--- config.mk ---
export PLATFORM = sky130hd
export DESIGN_NAME = sa_job_sequencer
export DESIGN_NICKNAME = d
export VERILOG_FILES = /design/src/rtl/sa_job_sequencer.sv
export SDC_FILE = /design/constraint.sdc
export NUM_CORES = 1
export LEC_CHECK = 0
export BUFFER_PORTS_ARGS = -buffer_cell sky130_fd_sc_hd__buf_2
export CAP_MARGIN = 0
export CELL_PAD_IN_SITES_DETAIL_PLACEMENT = 1
export CELL_PAD_IN_SITES_GLOBAL_PLACEMENT = 1
export CORE_MARGIN = 2
export CORE_UTILIZATION = 40
export CTS_BUF_LIST = sky130_fd_sc_hd__clkbuf_4 sky130_fd_sc_hd__clkbuf_8
export DETAILED_ROUTE_END_ITERATION = 10
export PLACE_DENSITY_LB_ADDON = 0.1
export SYNTH_ARGS = -nofsm -noshare
export SYNTH_HDL_FRONTEND = slang
export SYNTH_SLANG_ARGS = --single-unit
--- constraint.sdc ---
create_clock -name clk -period 2.37 [get_ports clk]
set_input_delay 0.474 -clock clk [delete_from_list [all_inputs] [get_ports clk]]
set_output_delay 0.474 -clock clk [all_outputs]
set_load 0.005 [all_outputs]
--- src/rtl/sa_job_sequencer.sv ---
`default_nettype none
// ============================================================================
// sa_job_sequencer : runs one systolic-array job (write, load, matmul, read)
// Revision: 1.0
// ============================================================================
module sa_job_sequencer #(
   parameter int ROWS        = 16,
   parameter int COLS        = 8,
   parameter int RD_ROWS     = 8,
   parameter int LOAD_CYCLES = 10,
   parameter int MM_CYCLES   = 25,
   parameter int RD_TIMEOUT  = 64
) (
   input  logic        clk,
   input  logic        rst,
   input  logic        start,
   output logic        busy,
   output logic        done,
   output logic        err,
   input  logic [7:0]  in_data,
   input  logic        in_valid,
   output logic        in_ready,
   output logic [18:0] res_data,
   output logic        res_valid,
   input  logic        res_ready,
   output logic        sa_write,
   output logic        sa_load,
   output logic [2:0]  sa_idx,
   output logic [3:0]  sa_reg_select,
   output logic [7:0]  sa_data_in,
   input  logic        sa_output_en,
   input  logic [18:0] sa_data_out
);
   localparam logic [2:0] S_IDLE   = 3'd0;
   localparam logic [2:0] S_WRITE  = 3'd1;
   localparam logic [2:0] S_LOAD   = 3'd2;
   localparam logic [2:0] S_MATMUL = 3'd3;
   localparam logic [2:0] S_READ   = 3'd4;
   localparam logic [2:0] S_DONE   = 3'd5;

   localparam int WCW = $clog2(ROWS*COLS + 1);
   localparam int LCW = $clog2(LOAD_CYCLES + 1);
   localparam int MCW = $clog2(MM_CYCLES + 1);
   localparam int TCW = $clog2(RD_TIMEOUT + 1);
   localparam logic [WCW-1:0] C_WR_TOTAL    = WCW'(ROWS*COLS);
   localparam logic [LCW-1:0] C_LOAD_LAST   = LCW'(LOAD_CYCLES - 1);
   localparam logic [MCW-1:0] C_MM_LAST     = MCW'(MM_CYCLES - 1);
   localparam logic [TCW-1:0] C_TO_LAST     = TCW'(RD_TIMEOUT - 1);
   localparam logic [2:0]     C_COL_LAST    = 3'(COLS - 1);
   localparam logic [3:0]     C_RD_ROW_LAST = 4'(RD_ROWS - 1);

   logic [2:0]     state_q, state_d;
   logic [WCW-1:0] wcnt_q, wcnt_d;
   logic [LCW-1:0] lcnt_q, lcnt_d;
   logic [MCW-1:0] mcnt_q, mcnt_d;
   logic [TCW-1:0] tmo_q, tmo_d;
   logic           wr_q, wr_d, ld_q, ld_d;
   logic [2:0]     idx_q, idx_d;
   logic [3:0]     row_q, row_d;
   logic [7:0]     din_q, din_d;
   logic [18:0]    rdat_q, rdat_d;
   logic           rv_q, rv_d, ir_q, ir_d;
   logic           busy_q, busy_d, done_q, done_d, err_q, err_d;

   logic       w_accept, w_hs, w_capture, w_timeout, w_rd_last;
   logic [2:0] w_idx_nxt;
   logic [3:0] w_row_nxt;

   assign w_accept  = in_valid && ir_q;
   assign w_hs      = rv_q && res_ready;
   // tmo_q == 0 marks the first cycle on a new address, which is never captured
   assign w_capture = (state_q == S_READ) && !rv_q && (tmo_q != '0) && sa_output_en;
   assign w_timeout = (state_q == S_READ) && !rv_q && !w_capture && (tmo_q == C_TO_LAST);
   assign w_rd_last = (row_q == C_RD_ROW_LAST) && (idx_q == C_COL_LAST);
   assign w_idx_nxt = (idx_q == C_COL_LAST) ? 3'd0 : idx_q + 3'd1;
   assign w_row_nxt = (idx_q == C_COL_LAST) ? row_q + 4'd1 : row_q;

   always_ff @(posedge clk) begin
      if (rst) state_q <= S_IDLE;
      else     state_q <= state_d;
   end

   always_comb begin
      state_d = state_q;
      case (state_q)
         S_IDLE:   if (start)                       state_d = S_WRITE;
         S_WRITE:  if (wcnt_q == C_WR_TOTAL)        state_d = S_LOAD;
         S_LOAD:   if (lcnt_q == C_LOAD_LAST)       state_d = S_MATMUL;
         S_MATMUL: if (mcnt_q == C_MM_LAST)         state_d = S_READ;
         S_READ:   if ((w_hs && w_rd_last) || w_timeout) state_d = S_DONE;
         S_DONE:                                    state_d = S_IDLE;
         default:                                   state_d = S_IDLE;
      endcase
   end

   // Registered outputs are computed from the next state so they line up with it
   always_comb begin
      wcnt_d = wcnt_q;
      lcnt_d = lcnt_q;
      mcnt_d = mcnt_q;
      tmo_d  = tmo_q;
      wr_d   = 1'b1;
      ld_d   = 1'b1;
      idx_d  = idx_q;
      row_d  = row_q;
      din_d  = din_q;
      rdat_d = rdat_q;
      rv_d   = rv_q;
      err_d  = err_q;
      case (state_q)
         S_IDLE: begin
            if (start) begin
               err_d  = 1'b0;
               wcnt_d = '0;
               lcnt_d = '0;
               mcnt_d = '0;
               tmo_d  = '0;
            end
         end
         S_WRITE: begin
            if (wcnt_q == C_WR_TOTAL) begin
               wr_d  = 1'b0;
               idx_d = '0;
               row_d = '0;
            end else if (w_accept) begin
               ld_d   = 1'b0;
               din_d  = in_data;
               wcnt_d = wcnt_q + WCW'(1);
               if (wcnt_q != '0) begin
                  idx_d = w_idx_nxt;
                  row_d = w_row_nxt;
               end
            end
         end
         S_LOAD: begin
            wr_d = 1'b0;
            ld_d = (lcnt_q != C_LOAD_LAST);
            if (lcnt_q != C_LOAD_LAST) lcnt_d = lcnt_q + LCW'(1);
         end
         S_MATMUL: begin
            if (mcnt_q != C_MM_LAST) begin
               wr_d   = 1'b0;
               ld_d   = 1'b0;
               mcnt_d = mcnt_q + MCW'(1);
            end
         end
         S_READ: begin
            if (w_capture) begin
               rdat_d = sa_data_out;
               rv_d   = 1'b1;
            end else if (w_timeout) begin
               err_d = 1'b1;
               rv_d  = 1'b0;
            end else if (!rv_q) begin
               tmo_d = tmo_q + TCW'(1);
            end
            if (w_hs) begin
               rv_d  = 1'b0;
               tmo_d = '0;
               idx_d = w_idx_nxt;
               row_d = w_row_nxt;
            end
         end
         default: ;
      endcase
      if (state_d == S_DONE) begin
         idx_d = '0;
         row_d = '0;
      end
      ir_d   = (state_d == S_WRITE) && (wcnt_d != C_WR_TOTAL);
      busy_d = (state_d != S_IDLE);
      done_d = (state_d == S_DONE);
   end

   always_ff @(posedge clk) begin
      if (rst) begin
         wcnt_q <= '0;
         lcnt_q <= '0;
         mcnt_q <= '0;
         tmo_q  <= '0;
         wr_q   <= 1'b1;
         ld_q   <= 1'b1;
         idx_q  <= '0;
         row_q  <= '0;
         din_q  <= '0;
         rdat_q <= '0;
         rv_q   <= 1'b0;
         ir_q   <= 1'b0;
         busy_q <= 1'b0;
         done_q <= 1'b0;
         err_q  <= 1'b0;
      end else begin
         wcnt_q <= wcnt_d;
         lcnt_q <= lcnt_d;
         mcnt_q <= mcnt_d;
         tmo_q  <= tmo_d;
         wr_q   <= wr_d;
         ld_q   <= ld_d;
         idx_q  <= idx_d;
         row_q  <= row_d;
         din_q  <= din_d;
         rdat_q <= rdat_d;
         rv_q   <= rv_d;
         ir_q   <= ir_d;
         busy_q <= busy_d;
         done_q <= done_d;
         err_q  <= err_d;
      end
   end

   assign busy          = busy_q;
   assign done          = done_q;
   assign err           = err_q;
   assign in_ready      = ir_q;
   assign res_data      = rdat_q;
   assign res_valid     = rv_q;
   assign sa_write      = wr_q;
   assign sa_load       = ld_q;
   assign sa_idx        = idx_q;
   assign sa_reg_select = row_q;
   assign sa_data_in    = din_q;
endmodule
`default_nettype wire

### Word level (Yosys, flattened, before mapping)

Index checks and enable logic that the tools add are counted.
W data, S select, Z words.

* divide/modulo/power cells: 0
* equality and inequality tests: 26
* shift-type cells: 0
* reduce and logical (&&, ||, !) cells: 31
* add/subtract/negate cells: 6
* muxes and demuxes: 47
* magnitude comparators: 0
* multiply operators: 0
* bitwise logic cells: 1

Operators by type and width (count)
* $mux W7: 5
* $mux W3: 10
* $mux W4: 7
* $mux W8: 3
* $pmux W4 S2: 2
* $pmux W8 S2: 1
* $ne A3 B3 Y1 const B: 5
* $pmux W3 S5: 1
* $pmux W7 S2: 1
* $ne A2 B2 Y1 const B: 6
* $logic_and A1 B1 Y1: 10
* $mux W1: 10
* $mux W5: 2
* $pmux W5 S2: 1
* $eq A3 B3 Y1 const B: 3
* $reduce_and A3 Y1: 3
* $add A4 B1 Y4 const B: 2
* $add A8 B1 Y8 const B: 1
* $eq A8 B8 Y1 const B: 1
* $ne A8 B8 Y1 const B: 1
* $reduce_and A4 Y1: 2
* $reduce_bool A2 Y1: 4
* $reduce_bool A8 Y1: 1
* $add A7 B1 Y7 const B: 1
* 22 further kinds: 28

* input bits: 33
* bits in latches: 0
* bits in writable memories: 0
* memory bits (read-only): 0
* register bits after elaboration: 68
* memories: 0
* output and inout port bits: 41
* logic and storage cells: 127

### Longest topological paths before layout

Gate-level depths: netlist of the first run.

* depth in word-level cells: 12
* gate-level depth with buffers: 9
* gate-level depth less buffers: 7

### Worst setup path after synthesis of the first run

No wires, ideal clock.

* path kind: register -> register
* from: reg tmo_q[0]
* to: reg tmo_q[5]
* arrival: 1.963 ns
* setup slack: 0.333 ns
* required time: 2.296 ns
* path buffers: 1
* period minus slack after synthesis: 2.037 ns
* cell stages (with the launch flop): 9
* cells stage by stage: dfxtp_1 > inv_1 > ha_1 > or4b_4 > o31ai_4 > buf_6 > nand3_2 > or4_1 > a31oi_1

* longest elaborated chain between the ends: 8

RTL lines
* start, declared: RTL line 56 `logic [TCW-1:0] tmo_q, tmo_d;`
* start signal, assigned: RTL line 196 `tmo_q <= tmo_d;`
* parallel branches: the longest is 8 deep, another holds $add A7 B1 Y7

Several ways; the timed one is not identified. The select of a mux whose other input is x is not followed.
A chain may end at the register's enable or synchronous reset.

### Worst setup path in the final report of the first run

Same ends and word-level chain as after synthesis.

==> results of run 1 <==
-- report_power, final --
| part | leakage [nW] | switching [mW] | internal [mW] | total, mW |
|---|---|---|---|---|
| registers | 0.549 | 0.00925 | 1.15 | 1.16 |
| logic | 0.949 | 0.0879 | 0.0644 | 0.152 |
| clock network | 0.100 | 0.475 | 0.491 | 0.966 |
| total | 1.60 | 0.572 | 1.71 | 2.28 |
-- kinds of logic (layout without fill, tap and decap cells) --
| group | Yosys count | count (layout) |
|---|---|---|
| AO/OA/AOI/OAI | 96 | 96 |
| XOR/XNOR | 9 | 9 |
| adder cells (fa/ha/maj) | 11 | 11 |
| buffers and inverters | 34 | 118 |
| flip-flops | 68 | 68 |
| multiplexers | 12 | 12 |
| AND/OR/NAND/NOR | 177 | 177 |
-- Yosys cell counts (4+ instances only) --
cell      instances  area [µm²]
nor3_1            7        35.0
clkbuf_1         17        63.8
dfxtp_1          68        1360
or4_1             4        30.0
o21ai_0          22         110
a311oi_1          4        35.0
xor2_1            7        61.3
ha_1             11         138
nor2_1           50         188
buf_2             4        20.0
nand3_1          17        85.1
a21oi_1          41         205
nand2_1          64         240
mux2i_1          12         120
nand2b_1          5        31.3
a31oi_1           9        56.3
nand4_1           7        43.8
o211ai_1          6        45.0
inv_1            12        45.0
-- final cells by class --
class	count	area [µm²]	share of cell area
inverter	12	45.0	0.0112
tap	105	131	0.0327
timing repair buffer	90	493	0.123
clock inverter	7	73.8	0.0184
clock buffer	9	124	0.0309
multi-input combinational	305	1790	0.445
sequential	68	1360	0.339
-- per-layer routing --
metal	global-route usage	share of wire
met2	0.333	0.47
met4	0.0894	0.011
met1	0.260	0.48
met5	0	0
met3	0.0383	0.039
-- tightest hold or removal path: stages --
cell	delay, ps
buf_2	100
nand2_1	40
a21oi_1	50
-- how the worst max path moves through the flow --
| stage | end | start | slack (ps) |
|---|---|---|---|
| final | tmo_q[5]$_SDFFE_PP0P_ | tmo_q[0]$_SDFFE_PP0P_ | 130 |
| after global routing | tmo_q[5]$_SDFFE_PP0P_ | tmo_q[0]$_SDFFE_PP0P_ | -9 |
| after CTS | sa_reg_select[1]$_SDFFE_PP0P_ | tmo_q[0]$_SDFFE_PP0P_ | 60 |
| after detailed placement | sa_reg_select[0]$_SDFFE_PP0P_ | tmo_q[0]$_SDFFE_PP0P_ | 70 |
| after global placement | sa_reg_select[1]$_SDFFE_PP0P_ | tmo_q[0]$_SDFFE_PP0P_ | 140 |
| after floorplan | tmo_q[5]$_SDFFE_PP0P_ | tmo_q[0]$_SDFFE_PP0P_ | 330 |
-- registers in the layout, summed over array words and instances, names as in the netlist --
name	count
sa_reg_select	4
sa_write	1
busy	1
wcnt_q	8
sa_load	1
in_ready	1
state_q	3
done	1
sa_idx	3
err	1
tmo_q	7
mcnt_q	5
sa_data_in	8
lcnt_q	4
res_data	19
res_valid	1
-- through the flow --
stage	hold slack, ps	TNS [ps]
finish	357	0
global route	358	-10.2
CTS	342	0
detailed placement	447	0
global placement	439	0
floorplan	453	0
-- what timing repair did --
action / 4_1_cts / 5_1_grt
buffers inserted: 0 / 1
gates resized for setup: 0 / 3
hold buffers: 0 / 0
endpoints found under the hold margin: 0 / 0
setup endpoints to repair: 0 / 21
==> flow_metrics.tcl, run 1 <==
set metrics [dict create \
    layout-drive-gt1-share 0.244 \
    slowest_delay_ps 470 \
    detail_route.wl_per_cell_um 14.5 \
    syn-cell-area_um2 3280 \
    cp_cell_sequence "inv_1, ha_1, or4b_4, o31ai_4, buf_4, nand3_2, or4_1, a31oi_1" \
    hold_start "sa_data_out[11]" \
    nets 530 \
    setup_violations 0 \
    cp.depth 8 \
    place_area_um2 3800 \
    ys.warnings.count 0 \
    setup.worst_path.start_class "register" \
    synthFlopType "dfxtp_1" \
    whs_path_depth 3 \
    hold_class "primary input to register" \
    finalPower_mw 2.28 \
    fmax_mhz 447 \
    synth_simple_gate_area_frac 0.258 \
    path_max_fanout 5 \
    root_buffer "clkbuf_8" \
    mostFrequentLayoutCells "buf_2, dfxtp_1, nand2_1, nor2_1, a21oi_1" \
    final_cell_area_um2 4010 \
    die_y_um 94.5 \
    finalHoldViolations 0 \
    avgSynthCellArea_um2 8.05 \
    r2r_setup_slack_ps 130 \
    outcome "completed" \
    fin_ws_ps 134 \
    synth_cell_types 50 \
    via_per_inst 5.22 \
    cp_num_buf_inv 2 \
    core-area_um2 8090 \
    critical-path-top-delay-family "simple AND/OR/NAND/NOR gates" \
    fin_util 0.496 \
    cts_buffers 9 \
    rows 33 \
    synth_compound_area_frac 0.181 \
    grt_max_degree 29 \
    dieArea_um2 8930 \
    io_pins 74 \
    worstMarginPinSlew_ps 705 \
    synthAdderAreaFrac 0.0420 \
    synth_async_sr_flop_share 0 \
    syn_nets 451 \
    num_vias 3113 \
    pwr_density_cell_nw_per_um2 568 \
    maxCapViolations 0 \
    port_buffers 73 \
    drv_slew 0 \
    finalCriticalPeriod_ps 2240 \
    antenna_found_initial 0 \
    grt_pass1_wl_um 14300 \
    dp_hpwl_um 6340 \
    r2r_cells 8 \
    drc 0 \
    max-slew-margin-rel 0.529 \
    placed_cells 579 \
    reg2reg_to "tmo_q[5]$_SDFFE_PP0P_" \
    numClockSinks 68 \
    cp_slowest_cell "or4b_4" \
    muxShareOfSynthArea 0.0367 \
    path_clk_slew_ps 80 \
    diodes 0 \
    r2r-start "tmo_q[0]$_SDFFE_PP0P_" \
    rsz0062_at_grt "yes" \
    ir_drop_mv 0.293 \
    fin_skew_ps 14.6 \
    hold_end "res_data[11]$_SDFFE_PP0P_" \
    area_delta_synth_final_pct 22.5 \
    gp_routability_congestion 0.814 \
    grt_pass1_vias 3013 \
    track_usage 0.203 \
    final_common_cell "buf_2" \
    clk_latency_ps 350 \
    arrival_ps 2510 \
    synth_cells 407 \
    synth_edf_count 0 \
    cts_tree "yes" \
    firstDrtPassIters 4 \
    clock_path_buffers 2 \
    overflow 0 \
    ys_seq_area_frac 0.415 \
    htree_levels 3 \
    instances_no_fill 596 \
    synth-seq-cells 68 \
    start_util 0.405 \
    fillers 1040 \
    drt-initial-drc-count 161 \
    leakagePower_nw 1.60 \
    pre_cts_ws_ps 71.2 \
    dieWidth_um 94.5 \
    synth_top_family_by_area "simple AND/OR/NAND/NOR gates" \
    postRouteAntennaNets 0 \
    crit_type "register to register" \
    wirelength_um 8650 \
    synthXorXnorAreaFrac 0.0241 \
    fin_crit_sh 0.943 \
    crit_path_end_kind "register" \
    required_ps 2650 \
]
(Power assumes the default switching activity.)
==> run 2, diff against run 1 <==
Settings changed: CORE_UTILIZATION 40 to 41, REMOVE_ABC_BUFFERS set to 1.
==> flow_metrics.tcl, run 2 (synthesis results as in run 1) <==
set metrics [dict create \
    ir_drop_mv 0.398 \
    hold_start "sa_data_out[3]" \
    path_max_fanout 6 \
    final_cell_area_um2 4080 \
    postRouteAntennaNets 0 \
    finalCriticalPeriod_ps 2320 \
    via_per_inst 5.38 \
    hold_class "primary input to register" \
    die_y_um 93.4 \
    gp_routability_congestion 0.847 \
    track_usage 0.221 \
    r2r_cells 7 \
    whs_path_depth 3 \
    detail_route.wl_per_cell_um 15.3 \
    area_delta_synth_final_pct 24.6 \
    maxCapViolations 0 \
    start_util 0.424 \
    clk_latency_ps 340 \
    grt_pass1_wl_um 15500 \
    port_buffers 73 \
    placed_cells 577 \
    pre_cts_ws_ps 106 \
    place_area_um2 3830 \
    core-area_um2 7730 \
    setup_violations 0 \
    wirelength_um 9160 \
    largest_reg_flops 19 \
    dieArea_um2 8720 \
    root_buffer "clkbuf_8" \
    fin_ws_ps 54.6 \
    fin_skew_ps 7.50 \
    io_pins 74 \
    instances_no_fill 597 \
    finalPower_mw 2.42 \
    fin_crit_sh 0.977 \
    drt-initial-drc-count 79 \
    cts_hold_buf 0 \
    firstDrtPassIters 4 \
    path_clk_slew_ps 80 \
    finalHoldViolations 0 \
    numClockSinks 68 \
    multiInputGateArea_um2 1780 \
    setup.worst_path.start_class "register" \
    clock_path_buffers 2 \
    num_vias 3212 \
    max-slew-margin-rel 0.561 \
    grt_max_degree 26 \
    overflow 0 \
    final_common_cell "buf_2" \
    rows 32 \
    crit_type "register to register" \
    nets 534 \
    crit_path_end_kind "register" \
    grt_pass1_vias 3323 \
    hold_end "res_data[3]$_SDFFE_PP0P_" \
    layout-drive-gt1-share 0.248 \
    rsz0062_at_grt "yes" \
    dieWidth_um 93.4 \
    mostFrequentLayoutCells "buf_2, dfxtp_1, nand2_1, nor2_1, a21oi_1" \
    drc 0 \
    cts_buffers 9 \
    outcome "completed" \
    reg2reg_to "tmo_q[4]$_SDFFE_PP0P_" \
    drv_slew 0 \
    required_ps 2640 \
    arrival_ps 2580 \
    r2r-start "tmo_q[0]$_SDFFE_PP0P_" \
    fmax_mhz 432 \
    antenna_found_initial 0 \
    regArea_um2 1360 \
    leakagePower_nw 1.64 \
    fillers 986 \
    dp_hpwl_um 6660 \
    worstMarginPinSlew_ps 653 \
    pwr_density_cell_nw_per_um2 593 \
    htree_levels 3 \
    cts_tree "yes" \
    r2r_setup_slack_ps 50 \
    diodes 0 \
]
run 2: how the worst max path moves through the flow:
stage	startpoint	endpoint	cells after the start
6_report	tmo_q[0]$_SDFFE_PP0P_	tmo_q[4]$_SDFFE_PP0P_	7
5_1_grt	tmo_q[0]$_SDFFE_PP0P_	tmo_q[4]$_SDFFE_PP0P_	7
4_1_cts	tmo_q[0]$_SDFFE_PP0P_	tmo_q[4]$_SDFFE_PP0P_	7
3_5_place_dp	tmo_q[0]$_SDFFE_PP0P_	tmo_q[4]$_SDFFE_PP0P_	7
3_3_place_gp	tmo_q[0]$_SDFFE_PP0P_	tmo_q[4]$_SDFFE_PP0P_	7
2_1_floorplan	state_q[0]$_SDFF_PP0_	in_ready$_SDFF_PP0_	5
run 2: layout make-up:
type | instances | area share
clock buffer | 12 | 0.0374
clock inverter | 4 | 0.0178
inverter | 12 | 0.0110
multi-input combinational | 305 | 0.435
sequential | 68 | 0.333
tap | 102 | 0.0313
timing repair buffer | 94 | 0.134
run 2: power breakdown:
group | switching (mW) | internal [mW]
logic | 0.0900 | 0.0689
clock network | 0.454 | 0.644
registers | 0.0122 | 1.15
run 2: worst max-delay path, cell delays in order, from the launching register on:
cell and delay [ps]:
dfxtp_1 340, inv_1 80, ha_1 140, or4b_4 470
o31ai_4 360, nand2_2 140, or4_1 530, a31oi_1 190
run 2: metrics by stage:
stage	setup TNS (ps)	hold WS (ps)	util
6_report	0	362	0.528
3_5_place_dp	0	447	0.495
4_1_cts	0	346	0.524
3_3_place_gp	0	438	0.495
5_1_grt	-43.8	360	0.528
2_1_floorplan	-62.8	447	-
run 2: repair_timing:
item / in CTS / in global routing
gates resized for setup: 0 / 0
endpoints found under the setup margin: 0 / 2
buffers inserted: 0 / 4
run 2: per-layer routing:
layer,wire (µm),share of wire,vias up,track usage
li1,-,-,1589,-
met1,4130,0.45,1561,0.266
met2,4570,0.50,54,0.390
met3,330,0.036,8,0.0483
met4,123,0.013,0,0.0699
met5,0,0,-,0
